==> src/rtl/alu_pkg.sv <==
// Shared types for the MIPS ALU with its iterative multiply/divide unit.
package alu_pkg;

    typedef enum logic [3:0] {
        OP_AND   = 4'b0000,
        OP_OR    = 4'b0001,
        OP_ADD   = 4'b0010,
        OP_SLTU  = 4'b0011,
        OP_ANDN  = 4'b0100,
        OP_ORN   = 4'b0101,
        OP_SUB   = 4'b0110,
        OP_SLT   = 4'b0111,
        OP_MULT  = 4'b1000,
        OP_MULTU = 4'b1001,
        OP_DIV   = 4'b1010,
        OP_DIVU  = 4'b1011,
        OP_MFHI  = 4'b1100,
        OP_MFLO  = 4'b1101,
        OP_RSV0  = 4'b1110,
        OP_RSV1  = 4'b1111
    } alu_op_t;

    typedef enum logic [2:0] {
        IDLE,
        MUL,
        DIV,
        FIX,
        DONE
    } md_state_t;

    function automatic logic is_muldiv(input logic [3:0] op);
        return op[3:2] == 2'b10;
    endfunction

endpackage

==> src/rtl/muldiv_seq.sv <==
// Iterative multiply/divide engine: one result bit per cycle on operand magnitudes,
// signs applied in FIX, then HI/LO loaded and a one-cycle done pulse.
module muldiv_seq
    import alu_pkg::*;
#(
    parameter int WIDTH = 32
) (
    input  logic             clk,
    input  logic             reset_n,
    input  logic [WIDTH-1:0] a,
    input  logic [WIDTH-1:0] b,
    input  logic [3:0]       f,
    input  logic             start,
    output logic             busy,
    output logic             done,
    output logic [WIDTH-1:0] hi,
    output logic [WIDTH-1:0] lo
);

    localparam int CW = $clog2(WIDTH);

    md_state_t          state, state_next;
    logic [2*WIDTH-1:0] acc;
    logic [WIDTH-1:0]   opnd;
    logic [CW-1:0]      count;
    logic               is_div, neg_q, neg_r, div_zero;

    logic               launch, a_neg, b_neg;
    logic [WIDTH-1:0]   mag_a, mag_b;
    logic [WIDTH:0]     mul_sum, div_trial;
    logic [2*WIDTH-1:0] mul_step, div_step, prod_fixed;
    logic [WIDTH-1:0]   quot_fixed, rem_fixed;

    assign launch = start && is_muldiv(f);
    assign a_neg  = ~f[0] & a[WIDTH-1];
    assign b_neg  = ~f[0] & b[WIDTH-1];
    assign mag_a  = a_neg ? -a : a;
    assign mag_b  = b_neg ? -b : b;

    // Multiply: acc = {partial product, remaining multiplier bits}; divide:
    // acc = {partial remainder, dividend bits shifting into quotient bits}.
    assign mul_sum   = {1'b0, acc[2*WIDTH-1:WIDTH]} + {1'b0, opnd};
    assign mul_step  = acc[0] ? {mul_sum, acc[WIDTH-1:1]} : {1'b0, acc[2*WIDTH-1:1]};
    assign div_trial = acc[2*WIDTH-1:WIDTH-1] - {1'b0, opnd};
    assign div_step  = div_trial[WIDTH] ? {acc[2*WIDTH-2:0], 1'b0}
                                        : {div_trial[WIDTH-1:0], acc[WIDTH-2:0], 1'b1};

    // Divide-by-zero keeps the raw all-ones quotient regardless of operand signs.
    assign prod_fixed = neg_q ? -acc : acc;
    assign quot_fixed = (neg_q && !div_zero) ? -acc[WIDTH-1:0] : acc[WIDTH-1:0];
    assign rem_fixed  = neg_r ? -acc[2*WIDTH-1:WIDTH] : acc[2*WIDTH-1:WIDTH];

    always_ff @(posedge clk or negedge reset_n) begin
        if (!reset_n) state <= IDLE;
        else          state <= state_next;
    end

    always_comb begin
        state_next = state;
        busy       = 1'b0;
        done       = 1'b0;
        case (state)
            IDLE, DONE: begin
                done       = (state == DONE);
                state_next = launch ? (f[1] ? DIV : MUL) : IDLE;
            end
            MUL, DIV: begin
                busy = 1'b1;
                if (count == '0) state_next = FIX;
            end
            FIX: begin
                busy       = 1'b1;
                state_next = DONE;
            end
            default: state_next = IDLE;
        endcase
    end

    always_ff @(posedge clk or negedge reset_n) begin
        if (!reset_n) begin
            acc      <= '0;
            opnd     <= '0;
            count    <= '0;
            is_div   <= 1'b0;
            neg_q    <= 1'b0;
            neg_r    <= 1'b0;
            div_zero <= 1'b0;
            hi       <= '0;
            lo       <= '0;
        end else begin
            case (state)
                IDLE, DONE: begin
                    if (launch) begin
                        count    <= CW'(WIDTH - 1);
                        is_div   <= f[1];
                        neg_q    <= a_neg ^ b_neg;
                        neg_r    <= a_neg;
                        div_zero <= (b == '0);
                        acc      <= {{WIDTH{1'b0}}, f[1] ? mag_a : mag_b};
                        opnd     <= f[1] ? mag_b : mag_a;
                    end
                end
                MUL: begin
                    acc   <= mul_step;
                    count <= count - CW'(1);
                end
                DIV: begin
                    acc   <= div_step;
                    count <= count - CW'(1);
                end
                FIX: begin
                    if (is_div) begin
                        hi <= rem_fixed;
                        lo <= quot_fixed;
                    end else begin
                        hi <= prod_fixed[2*WIDTH-1:WIDTH];
                        lo <= prod_fixed[WIDTH-1:0];
                    end
                end
                default: ;
            endcase
        end
    end

endmodule

==> src/rtl/alu_muldiv.sv <==
// MIPS ALU: combinational logic/arithmetic ops plus HI/LO moves, with the
// multiply/divide work delegated to the sequential muldiv_seq engine.
module alu_muldiv
    import alu_pkg::*;
#(
    parameter int WIDTH = 32
) (
    input  logic             clk,
    input  logic             reset_n,
    input  logic [WIDTH-1:0] a,
    input  logic [WIDTH-1:0] b,
    input  logic [3:0]       f,
    input  logic             start,
    output logic [WIDTH-1:0] y,
    output logic             zero,
    output logic             busy,
    output logic             done,
    output logic [WIDTH-1:0] hi,
    output logic [WIDTH-1:0] lo
);

    logic slt_s, slt_u;

    assign slt_s = $signed(a) < $signed(b);
    assign slt_u = a < b;

    muldiv_seq #(.WIDTH(WIDTH)) u_muldiv (
        .clk     (clk),
        .reset_n (reset_n),
        .a       (a),
        .b       (b),
        .f       (f),
        .start   (start),
        .busy    (busy),
        .done    (done),
        .hi      (hi),
        .lo      (lo)
    );

    // Mul/div launch codes and the two spare codes read as zero.
    always_comb begin
        y = '0;
        case (alu_op_t'(f))
            OP_AND:  y = a & b;
            OP_OR:   y = a | b;
            OP_ADD:  y = a + b;
            OP_SLTU: y = WIDTH'(slt_u);
            OP_ANDN: y = a & ~b;
            OP_ORN:  y = a | ~b;
            OP_SUB:  y = a - b;
            OP_SLT:  y = WIDTH'(slt_s);
            OP_MFHI: y = hi;
            OP_MFLO: y = lo;
            default: y = '0;
        endcase
    end

    assign zero = (y == '0);

endmodule

==> config.mk <==
export PLATFORM = sky130hd
export DESIGN_NAME = alu_muldiv
export DESIGN_NICKNAME = d
export VERILOG_FILES = /design/src/rtl/alu_pkg.sv /design/src/rtl/muldiv_seq.sv /design/src/rtl/alu_muldiv.sv
export SDC_FILE = /design/constraint.sdc
export NUM_CORES = 1
export LEC_CHECK = 0
export ABC_CLOCK_PERIOD_IN_PS = 4200
export CORE_ASPECT_RATIO = 0.75
export CORE_MARGIN = 1.5
export CORE_UTILIZATION = 53
export DETAILED_ROUTE_END_ITERATION = 10
export PLACE_DENSITY = 0.77
export SYNTH_ARGS = -nofsm -noshare
export SYNTH_HDL_FRONTEND = slang
export SYNTH_HIERARCHICAL = 1
export SYNTH_SLANG_ARGS = --single-unit
==> constraint.sdc <==
create_clock -name clk -period 4.2 [get_ports clk]
set_input_delay 0.63 -clock clk [delete_from_list [all_inputs] [get_ports clk]]
set_output_delay 0.63 -clock clk [all_outputs]
set_load 0.03 [all_outputs]
==> impl_metrics.toml <==
[route]
firstDrtPassIters = 11
ant_nets = 0
drtIter0Drc = 4074
post_drt_wl_per_cell_um = 23.5
wirelength_um = 85300
vias = 24000
viasPerCell = 6.63
drc = 3

[sta]
period_share_pct = 114
skew_ps = 13.3
timing.setup.tns_ps = -1230
period_minus_slack_ps = 4780
hold_viol = 0
fmax_mhz = 209
rsz0062_at_grt = "true"
slew_viol_final = 0
tightestPinTransition_ps = 1220
final-setup-viol-count = 7
setup_ws_ps = -581
slew_headroom_pct = 18.8

[pwr]
vdd_drop_max_v = 0.000795
seq_power_share_pct = 19.8
p_sw_w = 0.00990
combPwrFrac_pct = 71.3
power_density_nw_per_um2 = 695
internal-power_w = 0.00861
p_total_w = 0.0185
p_leak_nw = 11.6
swShare_pct = 53.5
clkPwrFrac_pct = 8.9

[global_routing]
track_usage_pct = 43.5
grt_max_degree = 130
antenna_found_initial = 0
grt_pass1_wl_um = 128000
grt_pass1_vias = 22400
grt-ovfl-total = 0

[synthesis]
syn_inst = 2645
async_reset_ff_share_pct = 100
netlist_area_um2 = 19600
yosysTopAreaCell = "dfrtp_1"
synth_edf_count = 0
yosysWarnings = 6
synth_cell_types = 94
synthTopCellsByCount = "a21oi_1 (275), nand2_1 (267), o21ai_0 (257), nor2_1 (226), dfrtp_1 (172)"
synthFlopType = "dfrtp_1"
ys_ff_latch = 172
synth_most_common_cell = "a21oi_1"
synth_top_cell_area_share_pct = 22.0
syn_avg_cell_area_um2 = 7.40
synth.area.top_cells = "dfrtp_1 (22%), ha_1 (8.5%), a21oi_1 (7.0%)"
yosysSeqAreaShare_pct = 22.0
syn-num-nets = 2853

[floorplan]
coreArea_um2 = 36100
ios = 170
die_area_um2 = 38100
fp-row-count = 60
dieHeight_um = 169
die_x_um = 225
start_util_pct = 54.2

[finish]
fin_cells = 3624
num_antenna_cells = 0
fin_nets = 3323
area_growth_pct = 36.2
final_area_um2 = 26700
drive_gt1_share_pct = 24.8

[placement]
dp_slack_ps = -1180
placed_area_um2 = 24400
port_buffers = 169
dpl.cell_count = 3533
hpwl_um = 65900
place_congestion = 1.02

[cts]
cts-root-buf = "clkbuf_16"
clock_path_buffers = 2
htreeDepth = 4
insertion_delay_ps = 450
clock_sinks = 172
cts_tree = "done"
cts_made_buffers = 17
clk_pin_slew_ps = 70
hold_buffers = 0

[run_status]
failed_checks = "DRC, setup timing"
status = "complete, but fails checks"

[worst_setup_path]
crit_arrival_ps = 4150
cp-start-kind = "input port"
cp.required_ps = 3570
cp-end-kind = "output pin"
path_class = "in -> out"
path_max_fanout = 3

[hold_path]
hold_class = "in -> async"

[flow_run]
max_cap_violations = 0
[critical path, cell delays in order]
cell and delay (ps):
buf_6 100, buf_6 110, ha_4 150, fa_2 340
nand2b_4 170, a21bo_4 220, buf_6 110, a211o_1 360
a311oi_2 320, buf_4 200, o2111ai_4 160, nand3_2 120
o221a_4 190, o221ai_4 120, nor4_1 240, nand4_1 220
nor3b_4 230, buf_6 150
[power groups by stage]
stage          sequential [W]  combinational [W]  clock [W]
6_report              0.00366             0.0132    0.00164
5_1_grt               0.00370             0.0141    0.00171
4_1_cts               0.00360             0.0127    0.00164
3_5_place_dp          0.00361             0.0123          0
3_3_place_gp          0.00358             0.0120          0
2_1_floorplan         0.00369            0.00775          0
[cell families after synthesis]
kind of cell	synth area share, %
buf+inv	6.05
simple gates	20.3
flops	22.0
fa+ha+maj	8.97
compound gates	31.1
xor+xnor	10.1
mux	1.50
[flip-flops by register name, indices dropped and copies added, names as in the netlist]
register / flops
u_muldiv/opnd: 32
u_muldiv/count: 5
u_muldiv/is_div: 1
u_muldiv/state: 3
u_muldiv/div_zero: 1
u_muldiv/acc: 64
u_muldiv/neg_r: 1
u_muldiv/lo: 32
u_muldiv/neg_q: 1
u_muldiv/hi: 32
[final timing paths]
check | startpoint | end | slack (ps) | cells after the start
max | b[0] | zero | -580 | 18
min | reset_n | u_muldiv/acc[39] | 150 | 1
max reg2reg | u_muldiv/acc[31] | u_muldiv/acc[32] | 120 | 12
min reg2reg | u_muldiv/opnd[0] | u_muldiv/opnd[0] | 520 | 2
max in group asynchronous | reset_n | u_muldiv/neg_q | 3030 | 2
min in group clk | u_muldiv/opnd[0] | u_muldiv/opnd[0] | 520 | 2
[layout by cell type, fill, tap and decap left out, types with 16 or more instances in the layout]
master and count:
nand3_1 47, nand4_1 16, inv_1 108, buf_4 426
xnor2_1 130, inv_2 17, ha_1 103, a21oi_2 17
a222oi_1 30, a21o_1 39, clkdlybuf4s50_1 90, a22oi_1 19
and2_1 17, a211oi_1 20, buf_2 16, nor2b_1 31
ha_4 25, a221oi_1 25, a31oi_1 25, o221ai_1 16
o31ai_1 27, o21a_1 16, or4_1 17, nand2b_1 25
dfrtp_1 172, nor4_1 19, nor2_1 217, and3_1 16
clkbuf_16 17, a21oi_1 252, mux2i_1 26, buf_6 48
o211ai_1 38, or3_1 20, nand2_1 261, o21ai_0 245
xor2_1 92, nor3_1 50
[metal layers]
layer | wire (µm) | part of all wire [%] | GRT usage [%]
met1 | 34200 | 40 | 60.4
met2 | 36100 | 42 | 65.0
met3 | 11300 | 13 | 10.7
met4 | 3550 | 4.2 | 16.1
met5 | 0 | 0 | 1.16
[metrics by stage]
step	hold slack [ps]	utilization (%)
finish	153	73.8
global route	186	73.8
detailed placement	504	67.5
floorplan	334	-
CTS	173	72.7
global placement	499	67.5
[area by class of cell]
type | instances | area (µm²)
repair buffers | 619 | 5260
well taps | 496 | 621
fillers | 2844 | 9450
clock inverters | 14 | 150
inverters | 130 | 500
clock buffers | 18 | 439
multi-input cells | 2175 | 15400
flip-flops and latches | 172 | 4300
[timing repair]
action / in CTS / in global routing
buffers inserted: 52 / 11
endpoints found under the setup margin: 21 / 14
resized for setup: 318 / 89
pin swaps: 96 / 48
(Power assumes the default switching activity.)
